$ cat src/rtl/uart_tx_arbiter.sv
// Round-robin share of one UART transmitter among NUM_REQ requesters, each with a 1-byte buffer.
// Byte captured at edge N is presented after edge N+1 at the earliest; tx_ready low holds the byte and lets buffers stall.
module uart_tx_arbiter #(
  parameter int NUM_REQ = 3,
  parameter int DATA_W = 8,
  localparam int ID_W = $clog2(NUM_REQ)
) (
  input  logic                      clk,
  input  logic                      reset,
  input  logic [NUM_REQ-1:0]        req_valid,
  input  logic [NUM_REQ*DATA_W-1:0] req_data,
  output logic [NUM_REQ-1:0]        req_ready,
  input  logic                      tx_ready,
  output logic [DATA_W-1:0]         tx_data,
  output logic                      tx_valid,
  output logic [ID_W-1:0]           grant_id,
  output logic                      busy
);

  typedef enum logic {IDLE, PRESENT} state_t;

  state_t              state;
  logic [NUM_REQ-1:0]  buf_full;
  logic [DATA_W-1:0]   buf_data [NUM_REQ];
  logic [ID_W-1:0]     last_grant;
  logic [ID_W-1:0]     sel;
  logic [ID_W-1:0]     scan_id;
  logic                sel_vld;

  // First full buffer after the last grant, wrapping around.
  always_comb begin
    sel     = '0;
    sel_vld = 1'b0;
    scan_id = '0;
    for (int k = 1; k <= NUM_REQ; k++) begin
      scan_id = ID_W'((int'(last_grant) + k) % NUM_REQ);
      if (!sel_vld && buf_full[scan_id]) begin
        sel     = scan_id;
        sel_vld = 1'b1;
      end
    end
  end

  assign req_ready = ~buf_full;
  assign busy      = (|buf_full) | tx_valid;

  always_ff @(posedge clk or posedge reset) begin
    if (reset) begin
      state      <= IDLE;
      buf_full   <= '0;
      for (int i = 0; i < NUM_REQ; i++) buf_data[i] <= '0;
      tx_data    <= '0;
      tx_valid   <= 1'b0;
      grant_id   <= '0;
      last_grant <= ID_W'(NUM_REQ - 1);
    end else begin
      for (int i = 0; i < NUM_REQ; i++) begin
        if (req_valid[i] && !buf_full[i]) begin
          buf_full[i] <= 1'b1;
          buf_data[i] <= req_data[i*DATA_W +: DATA_W];
        end
      end
      case (state)
        IDLE: begin
          // A buffer drained here only reads as ready next cycle, so no refill collides with the clear.
          if (sel_vld) begin
            tx_data       <= buf_data[sel];
            tx_valid      <= 1'b1;
            grant_id      <= sel;
            last_grant    <= sel;
            buf_full[sel] <= 1'b0;
            state         <= PRESENT;
          end
        end
        PRESENT: begin
          if (tx_ready) begin
            tx_valid <= 1'b0;
            state    <= IDLE;
          end
        end
        default: state <= IDLE;
      endcase
    end
  end

endmodule

$ cat config.mk
export PLATFORM = sky130hd
export DESIGN_NAME = uart_tx_arbiter
export DESIGN_NICKNAME = d
export VERILOG_FILES = /design/src/rtl/uart_tx_arbiter.sv
export SDC_FILE = /design/constraint.sdc
export NUM_CORES = 1
export LEC_CHECK = 0
export CAP_MARGIN = 5
export CORE_UTILIZATION = 43
export CTS_CLUSTER_DIAMETER = 80
export DETAILED_ROUTE_END_ITERATION = 10
export PLACE_DENSITY_LB_ADDON = 0.08
export SYNTH_ARGS = -nofsm -noshare
export SYNTH_HDL_FRONTEND = slang
export SYNTH_SLANG_ARGS = --single-unit
$ cat constraint.sdc
create_clock -name clk -period 1.93 [get_ports clk]
set_input_delay 0.2895 -clock clk [delete_from_list [all_inputs] [get_ports clk]]
set_output_delay 0.2895 -clock clk [all_outputs]
set_load 0.01 [all_outputs]
==> out/results.txt, run 1 <==
total core area: 4440 um2
Die Ht: 70.5 um
Buffers & Inverters on Critical Path: 1
outcome: finished with violations
hold_buf cts: 0
Setup Crit Path Kind: reg -> reg
Yosys warnings: 0
initial antenna violation count: 0
CTS Sinks: 40
most frequent cells in the layout: 44 x clkdlybuf4s50_1, 39 x dfrtp_1, 27 x buf_4, 24 x mux2_2, 14 x nand2_1
top-level port count: 45
drt initial violations: 37
Residual DRC: 6
worst setup margin: -223 ps
Worst Tran Pin Value: 499 ps
Clock H-tree levels: 2
Post-Synth Adder-Cell Area: 0.0248
Routed Antenna Nets: 0
Clock Latency Late Sink: 290 ps
skew final: 1.90 ps
register clock-pin slew on the reported worst setup and hold paths: 70 ps
DIE AREA: 4970 um2
reg2reg setup slack: -220 ps
Ant. Diodes: 0
Area after DPL: 2700 um2
Worst path slowest cell: dfstp_2
largest net degree at the start of global routing: 41
post-route clock period utilization: 1.12
Tmin final: 2150 ps
Post-Syn Area per Cell: 11.5 um2
Post-Syn Area: 2020 um2
Synth Flop Type: dfrtp_1
Worst EP arrival: 2320 ps
WL/cell: 16.2 um
placed insts: 286
worst path cell trace: ha_4 -> mux2i_4 -> mux2_4 -> a21boi_2 -> o21ai_1 -> buf_6 -> mux2i_1 -> o211ai_2
router iterations before antenna repair: 7
Max Cap Viol: 0
most common cell after layout, fill and taps aside: clkdlybuf4s50_1
setup_tns: -2660 ps
CTS Root Cell: clkbuf_8
PD cells: 1900 nW/um2
CTS tree: built
layout cells sized above 1: 0.401
Post-synth EDFFs: 0
CP Launch Type: flop
Mapped Cells: 176
number of buffers created by CTS: 5
GRT Total Usage: 0.216
VDD IR max: 0.969 mV
failing checks: design-rule violations, negative setup slack
DRT Wirelength: 4.83 mm
Area Overhead vs Synth: 45.3%
Slew Limit Fails: 0
Critical Path RT: 2100 ps
grt ovf: 0
post-DP HPWL: 3.40 mm
final instance area: 2930 um2
cell family with most CP delay: multiplexers
RSZ-0062 raised after global routing: yes
# fillers: 352
XOR/XNOR Fraction of Synth Area: 0
Via density: 5.25
die width: 70.5 um
Layout Cells excl Fill: 299
final setup fails: 16
Max Fclk: 465 MHz
CP endpoint kind: flop
Row Count: 24
Nets: 281
vias in the first global route: 1690
post-synth cell types: 34
simple logic cell fraction of the synthesized area: 0.117
DR vias: 1570
syn_nets: 210
global-route wire length before repair: 8.14 mm
PortBufs: 44
clk buf depth: 2
Pleak: 0.00127 uW
HP Class: in -> async
routability cong.: 0.896
starting density of the core: 0.454
Seq cells post-synth: 40
Post-synth ARST share: 1.00
Compound-Gate Fraction of Synth Area: 0.128
Seq/Total Area, Yosys: 0.497
slew margin rel.: 0.667
Hold Vio Cnt, Final: 0
Worst Path Max Fanout: 10
largest family of logic cells by synthesized area: multiplexers
mux contribution to synthesized area: 0.186
Max stage delay on crit path: 590 ps
synth_stat cells (all sizes together), types with 2 or more instances:
library cell	n	area share
o21a	2	0.0074
nand2	17	0.032
nor2b	7	0.022
clkbuf	4	0.0074
o21ai	9	0.022
a21oi	7	0.017
inv	6	0.011
ha	4	0.025
mux2	25	0.14
mux2i	9	0.045
o211ai	8	0.050
dfrtp	39	0.48
nor3b	2	0.0099
buf	8	0.028
nand3	9	0.022
nand2b	3	0.0093
nor2	5	0.0093
flip-flops by register name, indices dropped and copies added (netlist names):
| signal | flops |
|---|---|
| state | 1 |
| tx_valid | 1 |
| tx_data | 8 |
| buf_data | 24 |
| grant_id | 2 |
| buf_full | 3 |
| last_grant | 1 |
metrics by stage:
step                      setup WS, ps   util  hold slack (ps)  power (uW)
after floorplan                   -146      -              378        3490
after global placement            -201  0.607              469        4490
after detailed placement          -234  0.607              472        4560
after CTS                         -220  0.649              442        5470
after global routing              -306  0.659              488        5960
final                             -223  0.659              426        5570
area by class of cell:
type / instances / area (um2) / area share
Clock inverter: 2 / 12.5 / 0.00427
Multi-Input combinational cell: 118 / 1050 / 0.358
Timing Repair Buffer: 76 / 708 / 0.242
Inverter: 6 / 25.0 / 0.00854
Sequential cell: 40 / 1000 / 0.342
Tap cell: 52 / 65.1 / 0.0222
Clock buffer: 5 / 68.8 / 0.0235
power by group:
| group | switching [uW] | leakage (uW) | internal (uW) |
|---|---|---|---|
| combinational | 1600 | 0.000760 | 1900 |
| clock | 281 | 0.0000400 | 245 |
| sequential | 290 | 0.000474 | 1260 |
worst reg2reg max path, stage by stage (launching register included):
cell and delay (ps):
dfstp_2 590, ha_4 180, mux2i_4 80, mux2_4 320
a21boi_2 160, o21ai_1 140, buf_6 200, mux2i_1 250
o211ai_2 110
logic make-up after synthesis:
group / Yosys count
DFF: 40
and+or+nand+nor: 47
muxes: 34
buffers and inverters: 18
adders and majority gates: 4
AOI/OAI and AO/OA: 33
repair_timing:
action,CTS,global route
setup buffers,5,2
gates resized for setup,17,12
endpoints found under the setup margin,16,17
endpoints found under the hold margin,0,0
pin swaps,6,2
cloned,0,0
final timing paths:
kind                       cells past startpoint                         to                      start
max reg2reg                                    8     tx_data[4]$_DFFE_PP0P_  last_grant[1]$_DFFE_PP1P_
min in group clk                               2    grant_id[1]$_DFFE_PP0P_    grant_id[1]$_DFFE_PP0P_
min                                            3   buf_data[19]$_DFFE_PP0P_                      reset
max                                            8     tx_data[4]$_DFFE_PP0P_  last_grant[1]$_DFFE_PP1P_
min reg2reg                                    2    grant_id[1]$_DFFE_PP0P_    grant_id[1]$_DFFE_PP0P_
max in group asynchronous                      3  last_grant[1]$_DFFE_PP1P_                      reset
per-layer routing:
| metal | track usage | share of wire |
|---|---|---|
| met1 | 0.293 | 0.46 |
| met2 | 0.350 | 0.47 |
| met3 | 0.0519 | 0.055 |
| met4 | 0.0522 | 0.013 |
| met5 | 0 | 0 |
Note: power is estimated with default switching activity, not from simulation.
==> inputs of run 2 (changes only) <==
--- a/config.mk
+++ b/config.mk
@@ -10,6 +10,7 @@
 export CTS_CLUSTER_DIAMETER = 80
 export DETAILED_ROUTE_END_ITERATION = 10
 export PLACE_DENSITY_LB_ADDON = 0.08
+export SKIP_LAST_GASP = 1
 export SYNTH_ARGS = -nofsm -noshare
 export SYNTH_HDL_FRONTEND = slang
 export SYNTH_SLANG_ARGS = --single-unit
==> run 2 against run 1 <==
  * The flow still finishes with violations (design-rule violations, negative setup slack)
  * Flip-flop and latch count stayed put
  * Sequential share of layout area unchanged
  * Worst hold slack is essentially flat
  * Via count hardly changed
  * Critical path depth unchanged
  * Final area is the same
  * Routed wire length hardly changed
  * Power hardly changed
  * Utilization did not move
  * Highest routed layer unchanged
==> out/results.txt, run 2 (synthesis results as in run 1) <==
worst path cell trace: ha_4 -> mux2i_4 -> mux2_4 -> a21boi_2 -> o21ai_1 -> buf_6 -> mux2i_1 -> o211ai_2
vias in the first global route: 1690 (unchanged)
Hold Slack: 427 ps (+0.416 ps)
failing checks: design-rule violations, negative setup slack
post-layout util: 0.659 (unchanged)
PD cells: 1900 nW/um2 (about the same)
Routed Antenna Nets: 0 (unchanged)
Nets: 281 (unchanged)
Hold Vio Cnt, Final: 0 (unchanged)
RSZ-0062 raised after global routing: yes
worst setup margin: -221 ps (+1.48 ps)
largest net degree at the start of global routing: 41 (unchanged)
Most flops, register: buf_data
pre-CTS setup slack: -234 ps (unchanged)
number of buffers created by CTS: 5 (unchanged)
grt ovf: 0 (unchanged)
slew margin rel.: 0.667 (about the same)
Row Count: 24 (unchanged)
Tmin final: 2150 ps (-1.48 ps)
Die Ht: 70.5 um (unchanged)
initial antenna violation count: 0 (unchanged)
final setup fails: 16 (unchanged)
CP Launch Type: flop
DR vias: 1571 (+0.064%)
skew final: 1.98 ps (+0.0751 ps)
CP endpoint kind: flop
reg2reg setup slack: -220 ps (about the same)
Worst Path Max Fanout: 10 (unchanged)
post-route clock period utilization: 1.11 (about the same)
Clock H-tree levels: 2 (unchanged)
starting density of the core: 0.454 (unchanged)
most common cell after layout, fill and taps aside: clkdlybuf4s50_1
top flop regs: buf_data (24), tx_data (8), buf_full (3)
outcome: finished with violations
WL/cell: 16.2 um (about the same)
drt initial violations: 37 (unchanged)
post-DP HPWL: 3.40 mm (unchanged)
Slew Limit Fails: 0 (unchanged)
total core area: 4440 um2 (unchanged)
Area Overhead vs Synth: 45.3% (unchanged)
Setup Crit Path Kind: reg -> reg
PortBufs: 44 (unchanged)
CTS Root Cell: clkbuf_8
Ant. Diodes: 0 (unchanged)
Clock Latency Late Sink: 290 ps (about the same)
Residual DRC: 6 (unchanged)
DRT Wirelength: 4.83 mm (about the same)
router iterations before antenna repair: 7 (unchanged)
Max stage delay on crit path: 590 ps (about the same)
Critical Path RT: 2100 ps (about the same)
Worst EP arrival: 2320 ps (about the same)
Max Fclk: 465 MHz (about the same)
setup_tns: -2700 ps (-38.4 ps)
global-route wire length before repair: 8.14 mm (unchanged)
Via density: 5.25 (about the same)
GRT Total Usage: 0.216 (unchanged)
CTS tree: built
# fillers: 352 (unchanged)
Pleak: 0.00127 uW (about the same)
clk buf depth: 2 (unchanged)
layout cells sized above 1: 0.401 (unchanged)
die width: 70.5 um (unchanged)
Worst path slowest cell: dfstp_2
Layout Cells excl Fill: 299 (unchanged)
VDD IR max: 0.969 mV (about the same)
register clock-pin slew on the reported worst setup and hold paths: 70 ps (about the same)
placed insts: 286 (unchanged)
CTS Sinks: 40 (unchanged)
most frequent cells in the layout: 44 x clkdlybuf4s50_1, 39 x dfrtp_1, 27 x buf_4, 24 x mux2_2, 14 x nand2_1
HP Class: in -> async
cell family with most CP delay: multiplexers
top-level port count: 45 (unchanged)
Worst Tran Pin Value: 500 ps (+0.495 ps)
routability cong.: 0.896 (unchanged)
DIE AREA: 4970 um2 (unchanged)
Max Cap Viol: 0 (unchanged)
Buffers & Inverters on Critical Path: 1 (unchanged)
max reg flops: 24 (unchanged)
[run 2: cell counts in the layout (fill, tap and decap cells not counted)]
No cell type changed its count.
[run 2: worst reg2reg max path: cells and delay by family, from the launching register on]
kind            cells  cell delay (ps)
compound gates      3              410
fa+ha+maj           1              180
buf+inv             1              200
flops               1              590
mux                 3              640
[run 2: repair_timing]
item / 4_1_cts / 5_1_grt
cloned: 0 / 0
hold buffers: 0 / 0
gates resized for setup: 17 / 11
setup endpoints to repair: 16 / 17
pin swaps: 6 / 2
setup buffers: 5 / 2
[run 2: per-stage QoR]
stage | cell area [um2] | total power [uW]
3_5_place_dp | 2700 | 4560
3_3_place_gp | 2700 | 4490
5_1_grt | 2930 | 5960
2_1_floorplan | 2070 | 3490
4_1_cts | 2880 | 5470
6_report | 2930 | 5570
[run 2: worst paths after layout]
kind                                           start                   endpoint  cells after the start
setup / recovery           last_grant[1]$_DFFE_PP1P_     tx_data[4]$_DFFE_PP0P_                      8
hold / removal                                 reset   buf_data[19]$_DFFE_PP0P_                      3
setup reg to reg           last_grant[1]$_DFFE_PP1P_     tx_data[4]$_DFFE_PP0P_                      8
hold reg to reg              grant_id[1]$_DFFE_PP0P_    grant_id[1]$_DFFE_PP0P_                      2
max in group asynchronous                      reset  last_grant[1]$_DFFE_PP1P_                      3
min in group clk             grant_id[1]$_DFFE_PP0P_    grant_id[1]$_DFFE_PP0P_                      2
[run 2: power breakdown]
| group | switching (uW) | total (uW) | internal [uW] |
|---|---|---|---|
| combinational | 1600 | 3500 | 1900 |
| sequential | 291 | 1550 | 1260 |
| clock | 281 | 526 | 245 |
[run 2: layer usage]
metal / global-route usage / up-vias / routed length [um]
li1: - / 754 / -
met1: 0.293 / 766 / 2230
met2: 0.350 / 43 / 2290
met3: 0.0519 / 8 / 241
met4: 0.0522 / 0 / 65
met5: 0 / - / 0
[run 2: cell type report]
class	instances	area, um2	share of cell area
multi-input combinational	118	1050	0.358
sequential	40	1000	0.342
timing repair buffer	76	708	0.242
clock buffer	5	68.8	0.0235
tap	52	65.1	0.0222
inverter	6	25.0	0.00854
clock inverter	2	12.5	0.00427
